File: src/rtl/gf8_divider_if.sv
// Request/result bundle for the GF(2^M) divider.
// Handshake: start is taken only while the divider is idle (busy=0, done=0); done pulses once per accepted start.
interface gf8_divider_if #(parameter int M = 3);
  logic         start;
  logic [M-1:0] a;
  logic [M-1:0] b;
  logic         busy;
  logic         done;
  logic [M-1:0] q;
  logic         dz;
  logic [2:0]   dbg_state;

  modport master (output start, a, b, input busy, done, q, dz, dbg_state);
  modport slave  (input start, a, b, output busy, done, q, dz, dbg_state);
endinterface

File: src/rtl/gf8_divider.sv
// Sequential GF(2^M) divider: q = a * b^(2^M-2), built on one bit-serial MSB-first multiplier
// that is reused for every square and product of the exponentiation schedule.
module gf8_divider #(
  parameter int         M    = 3,
  parameter logic [M:0] POLY = 4'b1011
) (
  input  logic         Clk,
  input  logic         nRst,
  gf8_divider_if.slave bus
);
  localparam int CW = $clog2(M);
  localparam int RW = CW + 1;

  typedef enum logic [2:0] {IDLE, LOAD, SQR, MULA, FIN} state_t;

  state_t        state, state_nxt;
  logic [M-1:0]  a_reg, b_reg, sq, acc, p, p_nxt, mx, my;
  logic [CW-1:0] cnt;
  logic [RW-1:0] rnd;
  logic          phase;
  logic          mul_last;
  logic [M:0]    sh, red;

  // Operand routing: phase 0 squares sq, phase 1 folds the new square into acc.
  always_comb begin
    mx = '0;
    my = '0;
    case (state)
      SQR: begin
        mx = phase ? acc : sq;
        my = sq;
      end
      MULA: begin
        mx = a_reg;
        my = acc;
      end
      default: ;
    endcase
  end

  always_comb begin
    sh       = {p, 1'b0} ^ {1'b0, (my[cnt] ? mx : '0)};
    red      = sh[M] ? (sh ^ POLY) : sh;
    p_nxt    = red[M-1:0];
    mul_last = (cnt == '0);
  end

  always_comb begin
    state_nxt = state;
    bus.busy  = 1'b0;
    bus.done  = 1'b0;
    case (state)
      IDLE: if (bus.start) state_nxt = (bus.b == '0) ? FIN : LOAD;
      LOAD: begin
        bus.busy  = 1'b1;
        state_nxt = SQR;
      end
      SQR: begin
        bus.busy = 1'b1;
        if (mul_last && phase && rnd == RW'(M - 1)) state_nxt = MULA;
      end
      MULA: begin
        bus.busy = 1'b1;
        if (mul_last) state_nxt = FIN;
      end
      FIN: begin
        bus.done  = 1'b1;
        state_nxt = IDLE;
      end
      default: state_nxt = IDLE;
    endcase
  end

  assign bus.dbg_state = state;

  always_ff @(posedge Clk or negedge nRst) begin
    if (!nRst) begin
      state  <= IDLE;
      a_reg  <= '0;
      b_reg  <= '0;
      sq     <= '0;
      acc    <= '0;
      p      <= '0;
      cnt    <= '0;
      rnd    <= '0;
      phase  <= 1'b0;
      bus.q  <= '0;
      bus.dz <= 1'b0;
    end else begin
      state <= state_nxt;
      case (state)
        IDLE: if (bus.start) begin
          a_reg <= bus.a;
          b_reg <= bus.b;
          if (bus.b == '0) begin
            bus.q  <= '0;
            bus.dz <= 1'b1;
          end
        end
        LOAD: begin
          sq    <= b_reg;
          acc   <= M'(1);
          rnd   <= RW'(1);
          phase <= 1'b0;
          cnt   <= CW'(M - 1);
          p     <= '0;
        end
        SQR, MULA: begin
          if (mul_last) begin
            p   <= '0;
            cnt <= CW'(M - 1);
            if (state == MULA) begin
              bus.q  <= p_nxt;
              bus.dz <= 1'b0;
            end else if (!phase) begin
              sq    <= p_nxt;
              phase <= 1'b1;
            end else begin
              acc   <= p_nxt;
              phase <= 1'b0;
              rnd   <= rnd + RW'(1);
            end
          end else begin
            p   <= p_nxt;
            cnt <= cnt - CW'(1);
          end
        end
        default: ;
      endcase
    end
  end
endmodule
File: src/flat_wrapper.sv
// flat-port wrapper written by rule: the top's interface ports become plain ports
module gf8_divider_flat 
#(
  parameter int         M    = 3,
  parameter logic [M:0] POLY = 4'b1011
)
  (Clk, nRst, bus_start, bus_a, bus_b, bus_busy, bus_done, bus_q, bus_dz, bus_dbg_state);
  gf8_divider_if #(.M(M)) bus_i ();
  input  logic Clk;
  input  logic nRst;
  input wire logic [$bits(bus_i.start)-1:0] bus_start;
  input wire logic [$bits(bus_i.a)-1:0] bus_a;
  input wire logic [$bits(bus_i.b)-1:0] bus_b;
  output wire logic [$bits(bus_i.busy)-1:0] bus_busy;
  output wire logic [$bits(bus_i.done)-1:0] bus_done;
  output wire logic [$bits(bus_i.q)-1:0] bus_q;
  output wire logic [$bits(bus_i.dz)-1:0] bus_dz;
  output wire logic [$bits(bus_i.dbg_state)-1:0] bus_dbg_state;
  assign bus_i.start = bus_start;
  assign bus_i.a = bus_a;
  assign bus_i.b = bus_b;
  assign bus_busy = bus_i.busy;
  assign bus_done = bus_i.done;
  assign bus_q = bus_i.q;
  assign bus_dz = bus_i.dz;
  assign bus_dbg_state = bus_i.dbg_state;
  gf8_divider #(.M(M), .POLY(POLY)) u_core (.Clk(Clk), .nRst(nRst), .bus(bus_i));
endmodule
File: config.mk
export PLATFORM = sky130hd
export DESIGN_NAME = gf8_divider_flat
export DESIGN_NICKNAME = d
export VERILOG_FILES = /design/src/rtl/gf8_divider_if.sv /design/src/rtl/gf8_divider.sv /design/src/flat_wrapper.sv
export SDC_FILE = /design/constraint.sdc
export NUM_CORES = 1
export LEC_CHECK = 0
export CORE_MARGIN = 1
export CORE_UTILIZATION = 59
export DETAILED_ROUTE_END_ITERATION = 8
export MAX_ROUTING_LAYER = met4
export PLACE_DENSITY = 0.82
export SYNTH_ARGS = -nofsm -noshare
export SYNTH_HDL_FRONTEND = slang
export SYNTH_SLANG_ARGS = --single-unit
File: constraint.sdc
create_clock -name Clk -period 4.3 [get_ports Clk]
set_clock_uncertainty 0.05 [all_clocks]
set_input_delay 0.86 -clock Clk [delete_from_list [all_inputs] [get_ports Clk]]
set_output_delay 0.86 -clock Clk [all_outputs]
set_load 0.03 [all_outputs]
==> flow_metrics.tcl, run 1 <==
set metrics [dict create \
    status "finished clean" \
    syn_area_per_cell_um2 9.93 \
    fin_total_pwr_mw 1.40 \
    powerDensity_nw_per_um2 800 \
    rr_worst_depth 5 \
    end_kind "output port" \
    cp_slowest_stage_delay_ns 0.84 \
    place.gp.congestion 0.886 \
    hold_class "reg2reg" \
    critPathArrivalTime_ns 2.46 \
    ys_ff_latch 28 \
    worstHoldStart "u_core.bus.q[1]" \
    rows 18 \
    insertion_delay_ns 0.32 \
    rsz0062_at_grt "false" \
    cts_resized 0 \
    multi_input_area_um2 782 \
    wl_um 3200 \
    async_flop_share_pct 100 \
    yosysMostFrequentCell "dfrtp_1" \
    setup_tns_ns 0 \
    slew_viol_final 0 \
    slowest_stage "dfrtp_1" \
    worst_slack_ns 0.932 \
    rrSetupSlack_ns 2.00 \
    crit_fanout 22 \
    grt_pass1_wl_um 4970 \
    drive_gt1_share_pct 13.0 \
    pin_count 18 \
    ys_top_cells_by_area "dfrtp_1 45%, mux2_2 7.9%, nand2_1 3.9%" \
    synth_ff_type "dfrtp_1" \
    grt_max_degree 29 \
    required_ns 3.39 \
    p_clk_share_pct 7.6 \
    ir_drop_uv 605 \
    worst_pin_slew_ns 0.748 \
    power.switching_uw 651 \
    dpl-instance-area_um2 1720 \
    min_to "u_core.bus.q[1]" \
    p_seq_share_pct 37.0 \
    start_util_pct 62.9 \
    n_fill_cell 189 \
    clock.fmax_ghz 0.297 \
    final_util_pct 70.5 \
    clk_pin_slew_ns 0.15 \
    p_comb_share_pct 55.4 \
    yosys_warnings 0 \
    hold_depth 2 \
    rr_startpoint "u_core.bus.dbg_state[0]" \
    diodes 0 \
    gr-total-overflow 0 \
    drt_iter0_markers 35 \
    timing.final.crit_share_pct 78.3 \
    instances_no_fill 199 \
    final_nets 184 \
    antenna_found_initial 0 \
    netlist_area_um2 1560 \
    grt_use_total_pct 25.9 \
    p_leak_nw 0.756 \
    post_cts_buffers 0 \
    cts-root-buf "clkbuf_4" \
    clk_path_buf_depth 2 \
    syn_to_final_growth_pct 12.0 \
    criticalPathCategory "reg2out" \
    cts_made_buffers 3 \
    core_area_um2 2480 \
    syn_nets 170 \
    yosysTopAreaCell "dfrtp_1" \
    drc 0 \
    netlist_instances 157 \
    cts_htree_levels 1 \
    synth_cell_type_count 42 \
    vias_per_cell 6.06 \
    dr_total_vias 1206 \
    synth_edf_count 0 \
    synth-seq-area-share_pct 44.9 \
    seq_area_um2 701 \
    maxCapViolations 0 \
    period_needed_ns 3.37 \
    post-place-ws_ns 1.33 \
    synth_top_area_share_pct 44.9 \
    grt_pass1_vias 1095 \
    dieHeight_um 53.4 \
    swShare_pct 46.6 \
    path_cells "nor2_1 > or2_2 > inv_1 > clkdlybuf4s50_1" \
    place_inst 196 \
    drtAntennaViolNets 0 \
    fin_area_um2 1750 \
    wl_per_cell_um 16.1 \
    fin_hold_ws_ns 0.457 \
    final_hold_viol_count 0 \
    hold_buffers 0 \
    slew_headroom_pct 50.0 \
    io_buffers 17 \
    die_x_um 53.4 \
    clock_sinks 28 \
    dp_hpwl_um 2350 \
    p_int_uw 746 \
    cts_tree "done" \
    setup-violations-final 0 \
    r2r-end "u_core.sq[0]" \
    drtPass1Iterations 4 \
    die-area_um2 2850 \
    synth_common_cells "28 x dfrtp_1, 16 x nand2_1, 12 x nor2_1" \
    critPathLaunchType "flop" \
]
## worst max-delay path: cells and delay by family, from the launching register on
family / cells / cell delay, ns
flip-flops: 1 / 0.84
AND/OR/NAND/NOR: 2 / 0.55
buffers and inverters: 2 / 0.75
## cell usage in the layout (no fill, tap or decap), types with 2 or more instances in the layout
cell and instances:
a21oi_1 11, a22o_1 2, a31oi_1 4, and2_1 4, clkbuf_4 3, clkdlybuf4s50_1 17, dfrtp_1 28, ha_1 4
inv_1 7, mux2_2 11, mux2i_1 2, nand2_1 16, nand2b_1 5, nor2_1 12, nor2b_1 3, nor3_1 2
o211ai_1 2, o21ai_0 9, o21ai_1 2, xnor2_1 4
## cell type report
class	instances	share of cell area, %
clock buffer	3	1.29
inverter	7	1.50
sequential	28	40.1
tap	30	2.15
multi-input combinational	113	44.8
timing repair buffer	18	10.2
## worst max-delay path by stage
stage / start / slack, ns / cells after the start / to
after floorplan: u_core.bus.dbg_state[1] / 1.98 / 5 / bus_busy
after global placement: u_core.bus.dbg_state[0] / 1.43 / 4 / bus_busy
after detailed placement: u_core.bus.dbg_state[0] / 1.33 / 4 / bus_busy
after CTS: u_core.bus.dbg_state[0] / 0.96 / 4 / bus_busy
after global routing: u_core.bus.dbg_state[0] / 0.81 / 4 / bus_busy
final: u_core.bus.dbg_state[0] / 0.93 / 4 / bus_busy
## cell families after synthesis
family          synth area share, %
buf+inv                        4.90
simple gates                   18.2
mux                            10.2
flops                          44.9
compound gates                 15.7
xor+xnor                       2.81
fa+ha+maj                      3.21
## power by group through the flow
stage | clock network, mW | logic, mW | registers (mW)
after floorplan | 0 | 0.595 | 0.498
after detailed placement | 0 | 0.767 | 0.522
final | 0.106 | 0.775 | 0.516
after global placement | 0 | 0.745 | 0.509
after global routing | 0.119 | 0.843 | 0.536
after CTS | 0.109 | 0.772 | 0.515
## routing by layer
layer  vias up  share of wire, %  GRT usage (%)
li1        573                 -              -
met1       585                46           34.4
met2        42                47           39.2
met3         6               4.7           2.87
met4         0               1.7           12.7
met5         -                 0              -
(Power assumes the default switching activity.)
==> run 2, diff against run 1 <==
--- a/config.mk
+++ b/config.mk
@@ -6,10 +6,10 @@
 export NUM_CORES = 1
 export LEC_CHECK = 0
 export CORE_MARGIN = 1
-export CORE_UTILIZATION = 59
+export CORE_UTILIZATION = 50
 export DETAILED_ROUTE_END_ITERATION = 8
 export MAX_ROUTING_LAYER = met4
-export PLACE_DENSITY = 0.82
+export PLACE_DENSITY = 0.74
 export SYNTH_ARGS = -nofsm -noshare
 export SYNTH_HDL_FRONTEND = slang
 export SYNTH_SLANG_ARGS = --single-unit
==> constraint.sdc (replaced) <==
create_clock -name Clk -period 2.9 [get_ports Clk]
set_clock_uncertainty 0.05 [all_clocks]
set_input_delay 0.58 -clock Clk [delete_from_list [all_inputs] [get_ports Clk]]
set_output_delay 0.58 -clock Clk [all_outputs]
set_load 0.03 [all_outputs]
==> run 2 against run 1 <==
  * First-iteration DRC count decreased by 8.6%
  * Sequential power up 40%
  * Worst setup slack got worse by 0.78 ns
  * Register-to-register slack lost 1.1 ns
  * Final cell count rose by 2.0%
  * Die area is 17% higher
  * Total power up 50%
  * Utilization is 8.2 points lower
  * Via count decreased by 2.6%
==> flow_metrics.tcl, run 2 (synthesis results as in run 1) <==
set metrics [dict create \
    path_cells "nor2_1 > or2_2 > inv_1 > clkdlybuf4s50_1" \
    post_cts_buffers 0 \
    antenna_found_initial 0 \
    io_buffers 17 \
    cts_resized 0 \
    clock_sinks 28 \
    drtAntennaViolNets 0 \
    required_ns 2.27 \
    dieHeight_um 57.8 \
    grt_pass1_wl_um 5390 \
    dp_hpwl_um 2310 \
    clock.fmax_ghz 0.363 \
    crit_fanout 12 \
    instances_no_fill 203 \
    critPathLaunchType "flop" \
    diodes 0 \
    drc 0 \
    criticalPathCategory "reg2out" \
    final_common_cell "dfrtp_1" \
    setup_tns_ns 0 \
    end_kind "output port" \
    insertion_delay_ns 0.33 \
    die_x_um 57.8 \
    final_cell_mix "28 x dfrtp_1, 17 x clkdlybuf4s50_1, 16 x nand2_1" \
    place.gp.congestion 0.929 \
    hold_class "reg2reg" \
    ir_drop_uv 776 \
    cts_htree_levels 1 \
    grt_use_total_pct 21.4 \
    dr_total_vias 1175 \
    core_area_um2 2850 \
    maxCapViolations 0 \
    drt_iter0_markers 32 \
    rrSetupSlack_ns 0.89 \
    clk_pin_slew_ns 0.15 \
    vias_per_cell 5.79 \
    powerDensity_nw_per_um2 1180 \
    slew_viol_final 0 \
    grt_pass1_vias 1186 \
    syn_to_final_growth_pct 14.0 \
    place_inst 199 \
    start_util_pct 54.6 \
    final_hold_viol_count 0 \
    worst_pin_slew_ns 0.576 \
    cts_tree "done" \
    pin_count 18 \
    status "finished clean" \
    setup-violations-final 0 \
    slowest_stage "clkdlybuf4s50_1" \
    die-area_um2 3350 \
    cts_made_buffers 3 \
    wl_um 3050 \
    gr-total-overflow 0 \
    grt_max_degree 29 \
    p_leak_nw 0.774 \
    rsz0062_at_grt "false" \
    cp_slowest_stage_delay_ns 0.66 \
    period_needed_ns 2.75 \
    slew_headroom_pct 61.5 \
    critPathArrivalTime_ns 2.12 \
    clk_path_buf_depth 2 \
    wl_per_cell_um 15.0 \
    cts-root-buf "clkbuf_4" \
    drive_gt1_share_pct 14.5 \
    rows 19 \
    drtPass1Iterations 4 \
    final_nets 186 \
    hold_buffers 0 \
    timing.final.crit_share_pct 94.9 \
]
## run 2: path summary, 6_finish.rpt
check | start | endpoint | depth (start not counted)
max | u_core.bus.dbg_state[1] | bus_busy | 4
max in group asynchronous | nRst | u_core.p[2] | 2
max reg2reg | u_core.bus.dbg_state[1] | u_core.sq[0] | 5
min in group asynchronous | nRst | u_core.a_reg[2] | 2
min reg2reg | u_core.bus.q[0] | u_core.bus.q[0] | 2
min | u_core.bus.q[0] | u_core.bus.q[0] | 2
## run 2: report_power, final
group	switching, mW	internal [mW]
combinational	0.667	0.513
sequential	0.165	0.557
clock	0.112	0.0768
total	0.943	1.15
## run 2: per-layer routing
layer | vias to the layer above | track usage, % | share of wire, % | wire length (µm)
met5 | - | - | 0 | 0
met4 | 0 | 7.14 | 1.5 | 45
met3 | 6 | 2.23 | 2.2 | 68
met2 | 19 | 32.2 | 47 | 1440
met1 | 572 | 30.5 | 49 | 1490
li1 | 578 | - | - | -
## run 2: worst max-delay path: cells and delay by family, from the launching register on
kind / cells / cell delay [ns]
buffers and inverters: 2 / 0.75
and+or+nand+nor: 2 / 0.46
DFF: 1 / 0.57
## run 2: metrics by stage
step | utilization [%] | setup slack [ns] | hold slack (ns) | instance area, µm² | total power, mW
global route | 62.3 | 0.0212 | 0.479 | 1780 | 2.26
CTS | 62.3 | 0.146 | 0.457 | 1780 | 2.10
finish | 62.3 | 0.149 | 0.452 | 1780 | 2.09
global placement | 61.0 | 0.591 | 0.416 | 1740 | 1.88
detailed placement | 61.0 | 0.533 | 0.424 | 1740 | 1.91
floorplan | - | 0.862 | 0.234 | 1560 | 1.62
## run 2: layout make-up
class | instances | area [µm²]
fillers | 241 | 1080
multi-input cells | 113 | 782
flip-flops and latches | 28 | 701
repair buffers | 20 | 193
well taps | 31 | 38.8
clock buffers | 4 | 36.3
inverters | 7 | 26.3
==> run 3, diff against run 2 <==
--- a/config.mk
+++ b/config.mk
@@ -10,6 +10,7 @@
 export DETAILED_ROUTE_END_ITERATION = 8
 export MAX_ROUTING_LAYER = met4
 export PLACE_DENSITY = 0.74
+export SKIP_LAST_GASP = 1
 export SYNTH_ARGS = -nofsm -noshare
 export SYNTH_HDL_FRONTEND = slang
 export SYNTH_SLANG_ARGS = --single-unit
==> results of run 3 <==
Same layout as run 2: the final DEF is identical, and so are final timing and power.
==> edit 1 (flow settings as in run 3) <==
`M` is set to 3 in 3 places; all go to 6.
--- a/src/rtl/gf8_divider_if.sv
+++ b/src/rtl/gf8_divider_if.sv
@@ -1,6 +1,6 @@
 // Request/result bundle for the GF(2^M) divider.
 // Handshake: start is taken only while the divider is idle (busy=0, done=0); done pulses once per accepted start.
-interface gf8_divider_if #(parameter int M = 3);
+interface gf8_divider_if #(parameter int M = 6);
   logic         start;
   logic [M-1:0] a;
   logic [M-1:0] b;
--- a/src/rtl/gf8_divider.sv
+++ b/src/rtl/gf8_divider.sv
@@ -1,7 +1,7 @@
 // Sequential GF(2^M) divider: q = a * b^(2^M-2), built on one bit-serial MSB-first multiplier
 // that is reused for every square and product of the exponentiation schedule.
 module gf8_divider #(
-  parameter int         M    = 3,
+  parameter int         M    = 6,
   parameter logic [M:0] POLY = 4'b1011
 ) (
   input  logic         Clk,
--- a/src/flat_wrapper.sv
+++ b/src/flat_wrapper.sv
@@ -1,7 +1,7 @@
 // flat-port wrapper written by rule: the top's interface ports become plain ports
 module gf8_divider_flat 
 #(
-  parameter int         M    = 3,
+  parameter int         M    = 6,
   parameter logic [M:0] POLY = 4'b1011
 )
   (Clk, nRst, bus_start, bus_a, bus_b, bus_busy, bus_done, bus_q, bus_dz, bus_dbg_state);
Ports: changed (resized bus_a, bus_b and bus_q); port bits go from 18 to 27. No check against the original RTL was run, so the function may have changed too.
==> edit 1 against run 3 <==
- utilization down 1.7 points
- final area up 75%
- routed wire length up 100%
- synthesized area up 73%
- setup slack better by 290 ps
- total power up 90%
- combinational power up 89%
- via count up 77%
- sequential cell count up 20
- final cell count up 73%
- critical path type unchanged
- largest cell class unchanged
- highest routed layer unchanged
==> edit 1: results (changes against run 3) <==
Yosys:
- The synthesized-area fraction occupied by ao, oa, aoi and oai cells was 0.207 (+0.0499).
- The share of the yosys chip area belonging to registers was 0.445 (-0.00438).
- The proportion of synthesized area in mux cells was 0.104 (+0.00192).
- The xor/xnor cell area share of the yosys netlist is 0.0380 (+0.00993).
- The arithmetic-cell share of the synthesized area counting full adders, half adders and majority gates is 0.0139 (-0.0182).
- The net count after synthesis was 275 (+62%).
- Yosys attributes the largest share of cell area to dfrtp_1 45%, mux2_2 8.3%, o21ai_0 3.3%, nand2b_1 3.2%, nand2_1 3.2%.

Cells and area:
- The sequential share of cell area is 0.386 (-0.00836).
- The number of inverters outside the clock class in the layout was 5 (-2).
- The number of multi-input combinational cells is 188 (+66%).
- The share of layout cells above drive strength 1 was 0.185 (+0.0397).
- The final net count came to 298 (+60%).
- The count of fill cells added during filler insertion came to 451 (+87%).
- The number of flip-flops and latches is 48 (+71%).

Global routing:
- The largest net degree at the start of global routing came to 28 (-3.4%).
- The via count of the first global-routing pass is 2046 (+73%).
- The wire length of the first global-routing pass is 10400 microns (+92%).
- The total global routing track utilization is 0.261 (+0.0467).

Clocking:
- The number of buffers created by CTS is 5 (+2).
- The later-pin clock latency in the skew report is 310 ps (-20 ps).
- In this run the clock root is driven by a clkbuf_8.
- The maximum level of the CTS H-tree is 2 (+1).

Placed design:
- The number of buffers added on ports is 26 (+9).
- The routability congestion estimate from global placement is 0.924 (-0.53%).
- The post-DP HPWL is 4540 microns (+97%).

Timing:
- The slew of the pin with the lowest slew margin was 620 ps (+43.9 ps).

Setup path:
- The worst path arrival time is 1830 ps (-290 ps).

Pwr:
- The maximum VDD drop is 0.704 mV (-9.3%).
- The internal power came to 2.20 mW (+92%).

Outcome:
- The run finished with clean final reports.

Route:
- The per-cell via count in the routed design is 5.91 (+2.1%).
edit 1: changes by cell type in the layout (fill, tap and decap cells not counted), sizes merged, moves of 6 or more:
cell	change
mux2	+8
clkdlybuf4s50	+7
nand2	+7
dfrtp	+20
nand2b	+9
nor2	+7
o21ai	+11
o2111ai	+6
a22o	+6
edit 1: path summary, 6_finish.rpt:
check	slack [ps]	cells after the start	from	end
setup / recovery	440	4	u_core.bus.dbg_state[2]	bus_busy
hold / removal	170	1	nRst	u_core.bus.dbg_state[0]
setup reg to reg	560	7	u_core.cnt[0]	u_core.acc[0]
hold reg to reg	460	1	u_core.a_reg[5]	u_core.a_reg[5]
max in group asynchronous	1890	2	nRst	u_core.acc[2]
min in group Clk	460	1	u_core.a_reg[5]	u_core.a_reg[5]
edit 1: routing by layer:
layer | track usage | vias to the layer above | wire (microns)
li1 | - | 979 | -
met1 | 0.358 | 1039 | 2990
met2 | 0.391 | 44 | 2820
met3 | 0.0437 | 13 | 193
met4 | 0.0967 | 0 | 131
met5 | - | - | 0
edit 1: critical path: stages (launching register included):
cell and delay, ps:
dfrtp_1 520, buf_4 250, or2_2 410, inv_1 170, buf_4 180
edit 1: stage by stage:
stage          setup slack (ps)  hold WS [ps]  instance area, sq um  instances   util
2_1_floorplan               779           234                  2700        257      -
3_3_place_gp                597           433                  3000        343  0.584
3_5_place_dp                547           438                  3000        343  0.584
4_1_cts                     421           194                  3110        351  0.605
5_1_grt                     358           216                  3110        351  0.605
6_report                    437           174                  3110        351  0.605
edit 1: power groups by stage:
stage	sequential, mW	clock (mW)	combinational [mW]
6_report	1.24	0.486	2.23
5_1_grt	1.28	0.528	2.43
4_1_cts	1.24	0.499	2.22
3_5_place_dp	1.25	0	2.21
3_3_place_gp	1.24	0	2.20
2_1_floorplan	1.24	0	1.66
==> edit 2 (flow settings as in run 3) <==
Without the edit above. Reset style: synchronous (`nRst`), changed in one clocked block.
--- a/src/rtl/gf8_divider.sv
+++ b/src/rtl/gf8_divider.sv
@@ -73,7 +73,7 @@
 
   assign bus.dbg_state = state;
 
-  always_ff @(posedge Clk or negedge nRst) begin
+  always_ff @(posedge Clk) begin
     if (!nRst) begin
       state  <= IDLE;
       a_reg  <= '0;
Behaviour: differs if nRst is asserted again (counterexample within 4 cycles, from zero or initial values and one cycle with nRst low); with nRst held inactive, the same outputs for 10 cycles.
==> edit 2 against run 3 <==
- the flow now finishes with violations (design-rule violations)
- final area decreased by 2.6%
- combinational power shrank 36%
- final cell count grew 9.9%
- hold slack lost 6.8 ps
- critical path depth down 1
- count of clock-buffer cells in the layout stayed put
- routed wire length grew 11%
- synthesized area is 4.1% lower
- total power is 28% lower
- sequential cell count is the same
- via count is 15% higher
- setup slack worse by 7.4 ps
- critical path type unchanged
- critical endpoint unchanged
==> edit 2: results (changes against run 3) <==
Min path:
- The path class of the tightest hold or removal check is reg2reg.
- The cell depth of the worst hold path is 2 (unchanged).
- The startpoint of the most critical hold path is u_core.bus.q[0].

Yosys:
- The Yosys warning count is 0 (unchanged).
- Ranked by total cell area, the synthesized netlist is headed by dfxtp_1 37%, mux2i_1 8.0%, o21ai_0 4.4%, o22ai_1 3.8%, nor2_1 3.5%.
- The commonest cells after synthesis are 28 x dfxtp_1, 14 x nor2_1, 13 x o21ai_0.
- The async set-reset flop share out of synthesis was 0 (-1.00).
- The count of different cell masters after synthesis was 41 (-2.4%).
- The most used flip-flop cell after synthesis is dfxtp_1.
- The net count after synthesis is 189 (+11%).
- The share of the yosys chip area belonging to registers is 0.375 (-0.0745).

Route:
- The number of design-rule violations left by the first detailed-router iteration is 59 (+84%).
- The DRC violation count after routing was 2 (+2).
- The per-cell via count in the routed design is 6.04 (+4.4%).
- The detailed-router iteration count before antenna repair is 6 (+2).
- The routed wirelength normalized by instance count was 15.1 microns (+0.62%).
- The post-detailed-route count of antenna-violating nets is 0 (unchanged).

Setup path:
- The master of the slowest instance on the critical path is clkdlybuf4s50_1.
- The delay of the slowest cell on the worst path is 730 ps (+70 ps).
- The most critical setup path has its endpoint at bus_busy.
- The worst register-to-register path ends at u_core.bus.q[0].
- At the worst endpoint, the arrival time is 2130 ps.
- The startpoint of the lowest-slack register-to-register path is u_core.bus.dbg_state[1].
- The largest fanout of any net on the critical path is 15 (+3).
- The register-to-register setup slack is 690 ps (-200 ps).

Global routing:
- The largest net degree at the start of global routing is 16 (-45%).
- The wire length of the first global-routing pass was 5680 microns (+5.4%).
- The total global routing track utilization was 0.231 (+0.0167).

Pwr:
- The maximum VDD drop is 0.418 mV (-46%).
- The combinational power share is 0.508 (-0.056).
- The clock share of power is 0.131 (+0.041).
- The static leakage power is 0.643 nW (-17%).
- The power density over cell area is 864 nW/um^2 (-27%).
- The internal power is 0.847 mW (-26%).

Placed design:
- The total placed instance area is 1690 sq um (-2.7%).
- The routability congestion estimate from global placement came to 0.861 (-7.4%).
- The post-DP HPWL is 2540 microns (+10%).

Cells and area:
- The count of fill cells added during filler insertion is 257 (+6.6%).
- The share of layout cells above drive strength 1 was 0.0885 (-0.0568).
- The final net count is 206 (+11%).

Outcome:
- The final reports fail on design-rule violations.
- The run finished, with violations left.

Timing:
- The worst max-slew margin expressed relative to the limit was 0.607 (-0.00859).

Clocking:
- The clock tree root driver cell is clkbuf_4.
==> edit 2: through the flow <==
| stage | utilization | setup slack (ps) | hold WS, ps | std cells |
|---|---|---|---|---|
| 3_3_place_gp | 0.604 | 592 | 419 | 219 |
| 4_1_cts | 0.617 | 162 | 451 | 223 |
| 6_report | 0.617 | 142 | 445 | 223 |
| 5_1_grt | 0.617 | 33.0 | 466 | 223 |
| 3_5_place_dp | 0.604 | 551 | 430 | 219 |
| 2_1_floorplan | - | 567 | 401 | 176 |
==> edit 2: metal layers <==
layer | share of wire | vias to the layer above | GRT usage
met5 | 0 | - | -
met4 | 0.014 | 0 | 0.111
met3 | 0.060 | 6 | 0.0276
met2 | 0.50 | 51 | 0.364
met1 | 0.42 | 637 | 0.294
li1 | - | 653 | -
==> edit 2: kinds of logic (layout without fill, tap and decap cells) <==
family,count (synthesis),count (layout),share of synthesized area
and+or+nand+nor,56,56,0.202
AOI/OAI and AO/OA,43,43,0.179
DFF,28,28,0.375
buffers and inverters,23,39,0.0669
muxes,15,15,0.103
xor gates and xnor gates,7,7,0.0410
adders and majority gates,4,4,0.0335
==> edit 2: cell type report <==
| class | instances | area share |
|---|---|---|
| Sequential cell | 28 | 0.324 |
| Timing Repair Buffer | 23 | 0.124 |
| Multi-Input combinational cell | 125 | 0.482 |
| Tap cell | 31 | 0.0224 |
| Clock buffer | 4 | 0.0210 |
| Inverter | 12 | 0.0260 |
==> edit 2: worst min-delay path by stage <==
stage	end	slack (ps)
3_3_place_gp	u_core.bus.q[0]	420
4_1_cts	u_core.bus.q[0]	450
3_5_place_dp	u_core.bus.q[0]	430
6_report	u_core.bus.q[0]	440
5_1_grt	u_core.p[0]	470
2_1_floorplan	u_core.a_reg[0]	400
